### src/rtl/modport_router.sv
// modport_router: byte-stream packet router with three output FIFOs.
// A header byte selects the port (data_in[1:0]). Payload and parity bytes
// follow, and the router checks parity over header plus payload.
// Handshake: the sender presents data_in/pkt_valid and keeps them stable
// while busy=1. A byte is consumed on the rising edge of any cycle where
// busy=0. Reads: read_enb[i] with v_out[i]=1 pops one byte, which shows up
// on data_out[8i+7:8i] after the edge.
// Optional build macro MODPORT_ROUTER_SOFT_RESET_EN: this adds a per-port
// watchdog that flushes a FIFO after it has been left unread for TIMEOUT
// cycles.
// fsm_state exposes the controller state for observation.
module modport_router #(
    parameter int FIFO_DEPTH = 16,
    parameter int TIMEOUT    = 30
) (
    input  logic        clk,
    input  logic        rst,
    input  logic [7:0]  data_in,
    input  logic        pkt_valid,
    input  logic [2:0]  read_enb,
    output logic [23:0] data_out,
    output logic [2:0]  v_out,
    output logic        busy,
    output logic        error,
    output logic [2:0]  fsm_state
);

    localparam int AW = $clog2(FIFO_DEPTH);
    localparam int CW = AW + 1;

    typedef enum logic [2:0] {
        DECODE     = 3'd0,
        WAIT_EMPTY = 3'd1,
        LOAD       = 3'd2,
        CHECK      = 3'd3,
        DROP       = 3'd4
    } state_t;

    state_t        state;
    logic [1:0]    port;
    logic [7:0]    header;
    logic [7:0]    parity_acc;
    logic [7:0]    parity_rx;

    logic [7:0]    mem [3][FIFO_DEPTH];
    logic [AW-1:0] wr_ptr [3];
    logic [AW-1:0] rd_ptr [3];
    logic [CW-1:0] count  [3];

    logic [2:0]    full;
    logic [2:0]    empty;
    logic [2:0]    wr_en;
    logic [2:0]    rd_en;
    logic [2:0]    flush;
    logic [7:0]    wr_data;

    // Pick one port's flag; address 3 never maps to a FIFO.
    function automatic logic sel3(input logic [2:0] v, input logic [1:0] a);
        case (a)
            2'd0:    return v[0];
            2'd1:    return v[1];
            2'd2:    return v[2];
            default: return 1'b0;
        endcase
    endfunction

    // FIFO occupancy flags come from the count registers.
    always_comb begin
        for (int i = 0; i < 3; i++) begin
            full[i]  = (count[i] == CW'(FIFO_DEPTH));
            empty[i] = (count[i] == '0);
        end
    end

    assign v_out     = ~empty;
    assign fsm_state = state;

    // Sender back-pressure. It uses the current full flag, so a same-cycle pop
    // does not release it.
    always_comb begin
        busy = 1'b0;
        case (state)
            WAIT_EMPTY: busy = 1'b1;
            CHECK:      busy = 1'b1;
            LOAD:       busy = sel3(full, port);
            default:    busy = 1'b0;
        endcase
    end

    // Write selection. In WAIT_EMPTY the sender has already moved past the
    // header, so the latched copy is written once the port drains. That cycle
    // still reports busy because no data_in byte is taken.
    always_comb begin
        wr_en   = '0;
        wr_data = data_in;
        case (state)
            DECODE: begin
                if (pkt_valid && data_in[1:0] != 2'd3 && !sel3(full, data_in[1:0]))
                    wr_en = 3'(3'b001 << data_in[1:0]);
            end
            WAIT_EMPTY: begin
                if (sel3(empty, port)) begin
                    wr_en   = 3'(3'b001 << port);
                    wr_data = header;
                end
            end
            LOAD: begin
                if (!sel3(full, port))
                    wr_en = 3'(3'b001 << port);
            end
            default: wr_en = '0;
        endcase
        wr_en = wr_en & ~flush;
    end

    // A pop happens only when the port has data.
    always_comb begin
        rd_en = read_enb & ~empty;
    end

`ifdef MODPORT_ROUTER_SOFT_RESET_EN
    localparam int TW = $clog2(TIMEOUT + 1);
    logic [TW-1:0] timer [3];

    // A port flushes on the edge where its idle-unread count reaches TIMEOUT.
    always_comb begin
        for (int i = 0; i < 3; i++)
            flush[i] = v_out[i] && !read_enb[i] && (timer[i] == TW'(TIMEOUT - 1));
    end

    // Per-port idle counters: count while data waits unread, clear otherwise.
    always_ff @(posedge clk) begin
        if (rst) begin
            for (int i = 0; i < 3; i++) timer[i] <= '0;
        end else begin
            for (int i = 0; i < 3; i++) begin
                if (v_out[i] && !read_enb[i] && !flush[i])
                    timer[i] <= timer[i] + TW'(1);
                else
                    timer[i] <= '0;
            end
        end
    end
`else
    // Without the watchdog, FIFO contents persist until they are read.
    always_comb begin
        flush = '0;
    end
`endif

    // FIFO storage. It is not reset; validity is tracked by the counts.
    always_ff @(posedge clk) begin
        for (int i = 0; i < 3; i++)
            if (wr_en[i]) mem[i][wr_ptr[i]] <= wr_data;
    end

    // FIFO pointers, counts and the registered read data.
    always_ff @(posedge clk) begin
        if (rst) begin
            for (int i = 0; i < 3; i++) begin
                wr_ptr[i] <= '0;
                rd_ptr[i] <= '0;
                count[i]  <= '0;
            end
            data_out <= '0;
        end else begin
            for (int i = 0; i < 3; i++) begin
                if (wr_en[i]) wr_ptr[i] <= wr_ptr[i] + AW'(1);
                if (rd_en[i]) begin
                    data_out[8*i +: 8] <= mem[i][rd_ptr[i]];
                    rd_ptr[i]          <= rd_ptr[i] + AW'(1);
                end
                if (flush[i]) begin
                    count[i]  <= '0;
                    rd_ptr[i] <= wr_ptr[i];
                end else begin
                    count[i] <= count[i] + CW'(wr_en[i]) - CW'(rd_en[i]);
                end
            end
        end
    end

    // Packet controller: framing, parity accumulation and the error flag.
    always_ff @(posedge clk) begin
        if (rst) begin
            state      <= DECODE;
            port       <= '0;
            header     <= '0;
            parity_acc <= '0;
            parity_rx  <= '0;
            error      <= 1'b0;
        end else begin
            case (state)
                DECODE: begin
                    if (pkt_valid) begin
                        if (data_in[1:0] == 2'd3) begin
                            state <= DROP;
                        end else begin
                            port       <= data_in[1:0];
                            header     <= data_in;
                            parity_acc <= data_in;
                            state      <= sel3(full, data_in[1:0]) ? WAIT_EMPTY : LOAD;
                        end
                    end
                end
                WAIT_EMPTY: begin
                    if (sel3(empty, port)) state <= LOAD;
                end
                LOAD: begin
                    if (!sel3(full, port)) begin
                        if (pkt_valid) begin
                            parity_acc <= parity_acc ^ data_in;
                        end else begin
                            parity_rx <= data_in;
                            state     <= CHECK;
                        end
                    end
                end
                CHECK: begin
                    error <= (parity_acc != parity_rx);
                    state <= DECODE;
                end
                DROP: begin
                    if (!pkt_valid) state <= DECODE;
                end
                default: state <= DECODE;
            endcase
        end
    end

endmodule

### config.mk
export PLATFORM = sky130hd
export DESIGN_NAME = modport_router
export DESIGN_NICKNAME = d
export VERILOG_FILES = /design/src/rtl/modport_router.sv
export SDC_FILE = /design/constraint.sdc
export NUM_CORES = 1
export LEC_CHECK = 0
export ABC_AREA = 1
export BUFFER_PORTS_ARGS = -buffer_cell sky130_fd_sc_hd__buf_2
export CAP_MARGIN = 10
export CORE_MARGIN = 5
export CORE_UTILIZATION = 45
export CTS_BUF_LIST = sky130_fd_sc_hd__clkbuf_16
export CTS_CLUSTER_DIAMETER = 120
export DETAILED_ROUTE_END_ITERATION = 7
export PLACE_DENSITY = 0.64
export SYNTH_ARGS = -nofsm -noshare
export SYNTH_HDL_FRONTEND = slang
export SYNTH_SLANG_ARGS = --single-unit
### constraint.sdc
create_clock -name clk -period 4.1 [get_ports clk]
set_clock_uncertainty 0.1 [all_clocks]
set_input_delay 0.41 -clock clk [delete_from_list [all_inputs] [get_ports clk]]
set_output_delay 0.41 -clock clk [all_outputs]
set_load 0.03 [all_outputs]
==> results.json, run 1 <==
{
  "core_area_um2": 44120,
  "min_to": "parity_rx[5]$_SDFFE_PP0P_",
  "cts_inserted_buffers": 46,
  "grtUsageMet2": 0.3045,
  "worstSetupEndpointType": "flop",
  "grt_max_degree": 70,
  "drv_slew": 0,
  "grt_usage": 0.1877,
  "dp.final_hpwl_um": 28120,
  "clock_path_buffers": 3,
  "syn_avg_cell_area_um2": 11.27,
  "vias_per_cell": 5.379,
  "ctsResizeCount": 0,
  "slew_headroom": 0.3802,
  "drc": 0,
  "dieArea_um2": 48910,
  "final_util": 0.5122,
  "synthDistinctLibCells": 39,
  "die_x_um": 221.1,
  "mostFrequentLayoutCell": "edfxtp_1",
  "synthCells": 1780,
  "final_hold_viol_count": 0,
  "drive_gt1_frac": 0.1138,
  "grtUsageMet3": 0.02982,
  "netlist_area_um2": 20060,
  "grt-ovfl-total": 0,
  "r2r-end": "count[0][9]$_SDFF_PP0_",
  "power.total_mw": 14.31,
  "maxCapViolations": 0,
  "cts_hold_buf": 0,
  "crit_required_ps": 4440,
  "cp_max_fo": 17,
  "crit_arrival_ps": 3380,
  "whs_path_depth": 3,
  "critPathKind": "flop to flop",
  "antenna_found_initial": 0,
  "io_pins": 46,
  "ys_seq_area_frac": 0.6776,
  "first_iter_violations": 1235,
  "die_h_um": 221.1,
  "rr_worst_depth": 14,
  "grt_pass1_wl_um": 73370,
  "vdd_drop_max_uv": 400.0,
  "r2r-start": "fsm_state[2]$_SDFFE_PP0P_",
  "synth_area_leaders": "edfxtp_1 61%, nor2_1 6.8%, dfxtp_1 6.7%",
  "status": "completed",
  "place.gp.congestion": 0.8047,
  "ys.flop_type": "edfxtp_1",
  "cts.htree.levels": 2,
  "min_path_type": "primary input to flop",
  "wire_per_inst_um": 19.04,
  "routed_wl_um": 46910,
  "critPathLaunchType": "flop",
  "yosysWarnings": 0,
  "cts_setup_buffers": 0,
  "portBuffers": 45,
  "cts_tree": "done",
  "hold-worst-slack_ps": 54.60,
  "regArea_um2": 13590,
  "rows": 77,
  "async_reset_ff_frac": 0,
  "antennaDiodeCount": 0,
  "max_freq_mhz": 329.4,
  "fillers": 3926,
  "grt_setup_unrepaired": "no",
  "worstMarginPinSlew_ps": 924.7,
  "synth_fp_nets": 1830,
  "synth_top_area_cell": "edfxtp_1",
  "grt_pass1_vias": 12670,
  "finalSetupTns_ps": 0,
  "start_util": 0.4547,
  "grtUsageMet1": 0.2667,
  "area_growth_syn_to_layout_pct": 12.65,
  "finalNetCount": 1885,
  "power.leakage_nw": 8.170,
  "root_buffer": "clkbuf_16",
  "cts.sinks": 475,
  "vias": 13250,
  "clock_latency_ps": 560,
  "dr.pass1.iters": 5,
  "busiest_layer": "met2",
  "layout_common_cells": "408 x edfxtp_1, 364 x nor2_1, 254 x o21ai_0, 141 x inv_1, 92 x nand2_1",
  "postRouteAntennaNets": 0,
  "ys_seq_elements": 475,
  "synth_edf_count": 408,
  "synth.top_cell.area_share": 0.6107,
  "r2r_slack_ps": 1060,
  "multi_input_area_um2": 5662,
  "fin_crit_ps": 3036,
  "power-per-cell-area_nw_per_um2": 633.1,
  "clk_pin_slew_worst_paths_ps": 60,
  "setup_viol": 0,
  "hp-start": "data_in[5]",
  "fin_crit_sh": 0.7404
}
-- layout make-up --
class / count / share of cell area
multi-input combinational: 1071 / 0.2505
inverter: 141 / 0.02342
tap: 592 / 0.03278
timing repair buffer: 100 / 0.02824
clock buffer: 50 / 0.05536
clock inverter: 35 / 0.008194
sequential: 475 / 0.6015
-- worst max path at each step --
stage | from | endpoint
6_report | fsm_state[2]$_SDFFE_PP0P_ | count[0][9]$_SDFF_PP0_
5_1_grt | fsm_state[2]$_SDFFE_PP0P_ | count[0][9]$_SDFF_PP0_
4_1_cts | count[0][12]$_SDFF_PP0_ | count[0][14]$_SDFF_PP0_
3_5_place_dp | data_in[0] | count[0][14]$_SDFF_PP0_
3_3_place_gp | data_in[0] | count[0][14]$_SDFF_PP0_
2_1_floorplan | count[0][3]$_SDFF_PP0_ | mem[0][100]$_DFFE_PP_
-- Yosys cell counts, drive strengths merged, types with 2 or more instances --
| library cell | count |
|---|---|
| o22ai | 19 |
| nor3 | 20 |
| nor4 | 8 |
| a31oi | 2 |
| o32ai | 3 |
| fa | 3 |
| xnor2 | 7 |
| o21a | 4 |
| inv | 140 |
| buf | 38 |
| clkbuf | 55 |
| nand4 | 6 |
| a21oi | 45 |
| nand2 | 95 |
| dfxtp | 67 |
| nand3 | 80 |
| nand3b | 2 |
| edfxtp | 408 |
| nor2 | 381 |
| mux2i | 8 |
| o211ai | 82 |
| o21ai | 257 |
| xor2 | 11 |
| ha | 33 |
-- cells by family (layout without fill, tap and decap cells) --
group,count (synthesis),in the layout,share of synthesized area
xor+xnor,18,18,0.007858
flops,475,475,0.6776
fa+ha+maj,36,36,0.02358
mux,8,8,0.003992
buf+inv,234,326,0.04646
simple gates,593,593,0.1232
compound gates,416,416,0.1173
-- per-layer routing --
metal	wire length (um)	vias up
met2	22490	348
met3	2655	64
met5	0	-
li1	-	6394
met4	1043	0
met1	20720	6448
-- worst max-delay path, cell delays in order, from the launching register on --
cell and delay, ps:
dfxtp_1 370, nor2_1 150, nand2_1 270, inv_1 320, nand4_1 130, nand2_1 100
nor2_2 70, inv_2 220, ha_1 240, inv_1 60, fa_1 400, o21ai_0 190
a21oi_1 100, o21ai_0 150, a21oi_1 60
-- stage by stage --
step	cell area (um^2)	worst slack, ps	cells
after detailed placement	21160	992.1	2379
after CTS	22600	1040	2464
final	22600	1064	2464
after global routing	22600	770.5	2464
after global placement	21160	1081	2379
after floorplan	20060	573.8	1780
-- where the power goes --
| group | total, mW | internal, mW | leakage [nW] | switching (mW) |
|---|---|---|---|---|
| Clock | 4.02 | 2.26 | 0.751 | 1.76 |
| Sequential | 6.07 | 5.78 | 4.26 | 0.286 |
| Combinational | 4.23 | 1.28 | 3.16 | 2.95 |
| Total | 14.3 | 9.31 | 8.17 | 5.00 |
-- registers in the layout, summed over array words and instances (netlist names) --
| name | count |
|---|---|
| data_out | 24 |
| mem | 384 |
| count | 15 |
| rd_ptr | 12 |
| parity_rx | 8 |
| header | 7 |
| error | 1 |
| wr_ptr | 12 |
| fsm_state | 3 |
| port | 1 |
| parity_acc | 8 |
No activity file was read; power rests on OpenSTA's default activity.
==> run 2: changes to the inputs <==
==> constraint.sdc (replaced) <==
create_clock -name clk -period 2.8 [get_ports clk]
set_clock_uncertainty 0.1 [all_clocks]
set_input_delay 0.28 -clock clk [delete_from_list [all_inputs] [get_ports clk]]
set_output_delay 0.28 -clock clk [all_outputs]
set_load 0.03 [all_outputs]
==> run 2 against run 1 <==
Against the previous run: clock power rose by 51%; design area increased by 2.4%; count of clock-buffer cells in the layout increased by 1; first-iteration DRC count grew 9.9%; critical path depth fell by 3; sequential power up 46%; register-to-register slack worse by 860 ps; power up 51%; combinational power rose by 59%; die area stayed put; largest cell class unchanged; largest power group unchanged; highest routed layer unchanged.
==> results.json, run 2 (synthesis results as in run 1) <==
{
  "critPathKind": "flop to flop",
  "cts_tree": "done",
  "drv_slew": 0,
  "largest_reg_flops": 384,
  "routed.top_layer": "met4",
  "grt_pass1_wl_um": 73240,
  "fillers": 3842,
  "wl_met2_um": 22080,
  "place.gp.congestion": 0.8303,
  "cp_cell_sequence": "inv_1 -> ha_1 -> nand3b_1 -> nor2_1 -> nor2_1 -> o21ai_1 -> nand2_1 -> buf_4 -> nor2_2 -> a21oi_4 -> buf_4",
  "cts_inserted_buffers": 49,
  "grt_usage": 0.1865,
  "slew_headroom": 0.3875,
  "clock_power_share": 0.282,
  "dp.final_hpwl_um": 27870,
  "die_h_um": 221.1,
  "dieArea_um2": 48910,
  "clk_pin_slew_worst_paths_ps": 60,
  "grt-ovfl-total": 0,
  "start_util": 0.4547,
  "drc": 0,
  "r2r-start": "count[0][8]$_SDFF_PP0_",
  "routed-wl-met3_um": 2912,
  "power.leakage_nw": 8.413,
  "power.total_mw": 21.65,
  "mostFrequentLayoutCell": "edfxtp_1",
  "core_area_um2": 44120,
  "grt_pass1_vias": 13330,
  "max_freq_mhz": 385.9,
  "seq_power_share": 0.408,
  "hp-start": "read_enb[1]",
  "cp_slowest_cell": "a21oi_4",
  "dr.pass1.iters": 7,
  "critPathTopFamily": "compound AO/OA/AOI/OAI gates",
  "clock_latency_ps": 570,
  "antenna_found_initial": 0,
  "vias_per_cell": 5.391,
  "setup_viol": 0,
  "antennaDiodeCount": 0,
  "grt_max_degree": 70,
  "cp_max_fo": 17,
  "io_pins": 46,
  "worstSetupEndpointType": "flop",
  "intPower_mw": 14.08,
  "drive_gt1_frac": 0.1253,
  "maxCapViolations": 0,
  "wire_per_inst_um": 18.81,
  "power.switching_mw": 7.571,
  "portBuffers": 45,
  "swShare": 0.3498,
  "power_frac_comb": 0.310,
  "vdd_drop_max_uv": 639.6,
  "cp_num_buf_inv": 3,
  "wl_met1_um": 20700,
  "layout_common_cells": "408 x edfxtp_1, 360 x nor2_1, 251 x o21ai_0, 144 x inv_1, 92 x nand2_1",
  "status": "completed",
  "worstMarginPinSlew_ps": 918.7,
  "place_ws_ps": -13.02,
  "layoutNonFillerInstCount": 2508,
  "crit_arrival_ps": 2900,
  "postRouteAntennaNets": 0,
  "root_buffer": "clkbuf_16",
  "clock_path_buffers": 3,
  "min_path_type": "primary input to flop",
  "vias": 13520,
  "startpoint": "count[0][8]$_SDFF_PP0_",
  "slowest_delay_ps": 560,
  "critPathLaunchType": "flop",
  "final_hold_viol_count": 0,
  "rows": 77,
  "area_growth_syn_to_layout_pct": 15.33,
  "finalNetCount": 1926,
  "dp_cells": 2402,
  "fin_crit_sh": 0.9255,
  "crit_required_ps": 3110,
  "die_x_um": 221.1,
  "routed_wl_um": 47170,
  "power-per-cell-area_nw_per_um2": 935.6,
  "fin_crit_ps": 2591,
  "cts.sinks": 475,
  "cts.htree.levels": 2,
  "grt_setup_unrepaired": "no",
  "first_iter_violations": 1357,
  "setup_ws_ps": 208.7
}
==> run 2: cell type report <==
class,instances,area [um^2],area share
tap,592,740.7,0.03201
timing repair buffer,135,1070,0.04624
clock inverter,40,231.5,0.01000
inverter,141,530.5,0.02293
sequential,475,13590,0.5875
clock buffer,51,1276,0.05516
multi-input combinational,1074,5695,0.2462
==> run 2: repair_timing <==
action / 4_1_cts / 5_1_grt
hold buffers: 10 / 0
resized for setup: 0 / 18
hold endpoints to repair: 15 / 0
cloned: 1 / 2
setup buffers: 0 / 2
endpoints found under the setup margin: 16 / 232
pin swaps: 1 / 3
==> run 2: tightest hold or removal path, delay by kind of cell <==
kind                   cells  cell delay [ps]
buffers and inverters      1              100
and+or+nand+nor            2              250
==> run 2: path summary, 6_finish.rpt <==
| kind | to | slack (ps) | depth (start not counted) |
|---|---|---|---|
| worst max-delay path | mem[0][127]$_DFFE_PP_ | 210 | 11 |
| worst min register to register | data_out[18]$_SDFFE_PP0P_ | 370 | 2 |
| worst min-delay path | rd_ptr[0][6]$_SDFFCE_PP0P_ | 120 | 3 |
| worst max register to register | mem[0][127]$_DFFE_PP_ | 210 | 11 |
==> run 2: power groups by stage <==
| stage | registers (mW) | clock network (mW) | logic (mW) |
|---|---|---|---|
| final | 8.84 | 6.09 | 6.71 |
| after global routing | 8.91 | 6.51 | 7.51 |
| after CTS | 8.84 | 6.21 | 6.67 |
| after detailed placement | 8.99 | 0 | 6.61 |
| after global placement | 8.97 | 0 | 6.48 |
| after floorplan | 9.16 | 0 | 4.29 |
==> run 2: routing by layer <==
metal  global-route usage  vias to the layer above
li1                     -                     6483
met1               0.2545                     6568
met2               0.3029                      378
met3              0.03326                       92
met4              0.06723                        0
met5                    0                        -
==> run 2: through the flow <==
step / setup TNS (ps) / instance area (um^2) / util / hold WS [ps]
4_1_cts: 0 / 23050 / 0.5224 / 92.95
5_1_grt: 0 / 23140 / 0.5244 / 130.9
2_1_floorplan: -8831 / 20110 / - / 329.0
3_3_place_gp: 0 / 21430 / 0.4858 / 352.7
6_report: 0 / 23140 / 0.5244 / 123.2
3_5_place_dp: -195.4 / 21430 / 0.4858 / 359.6
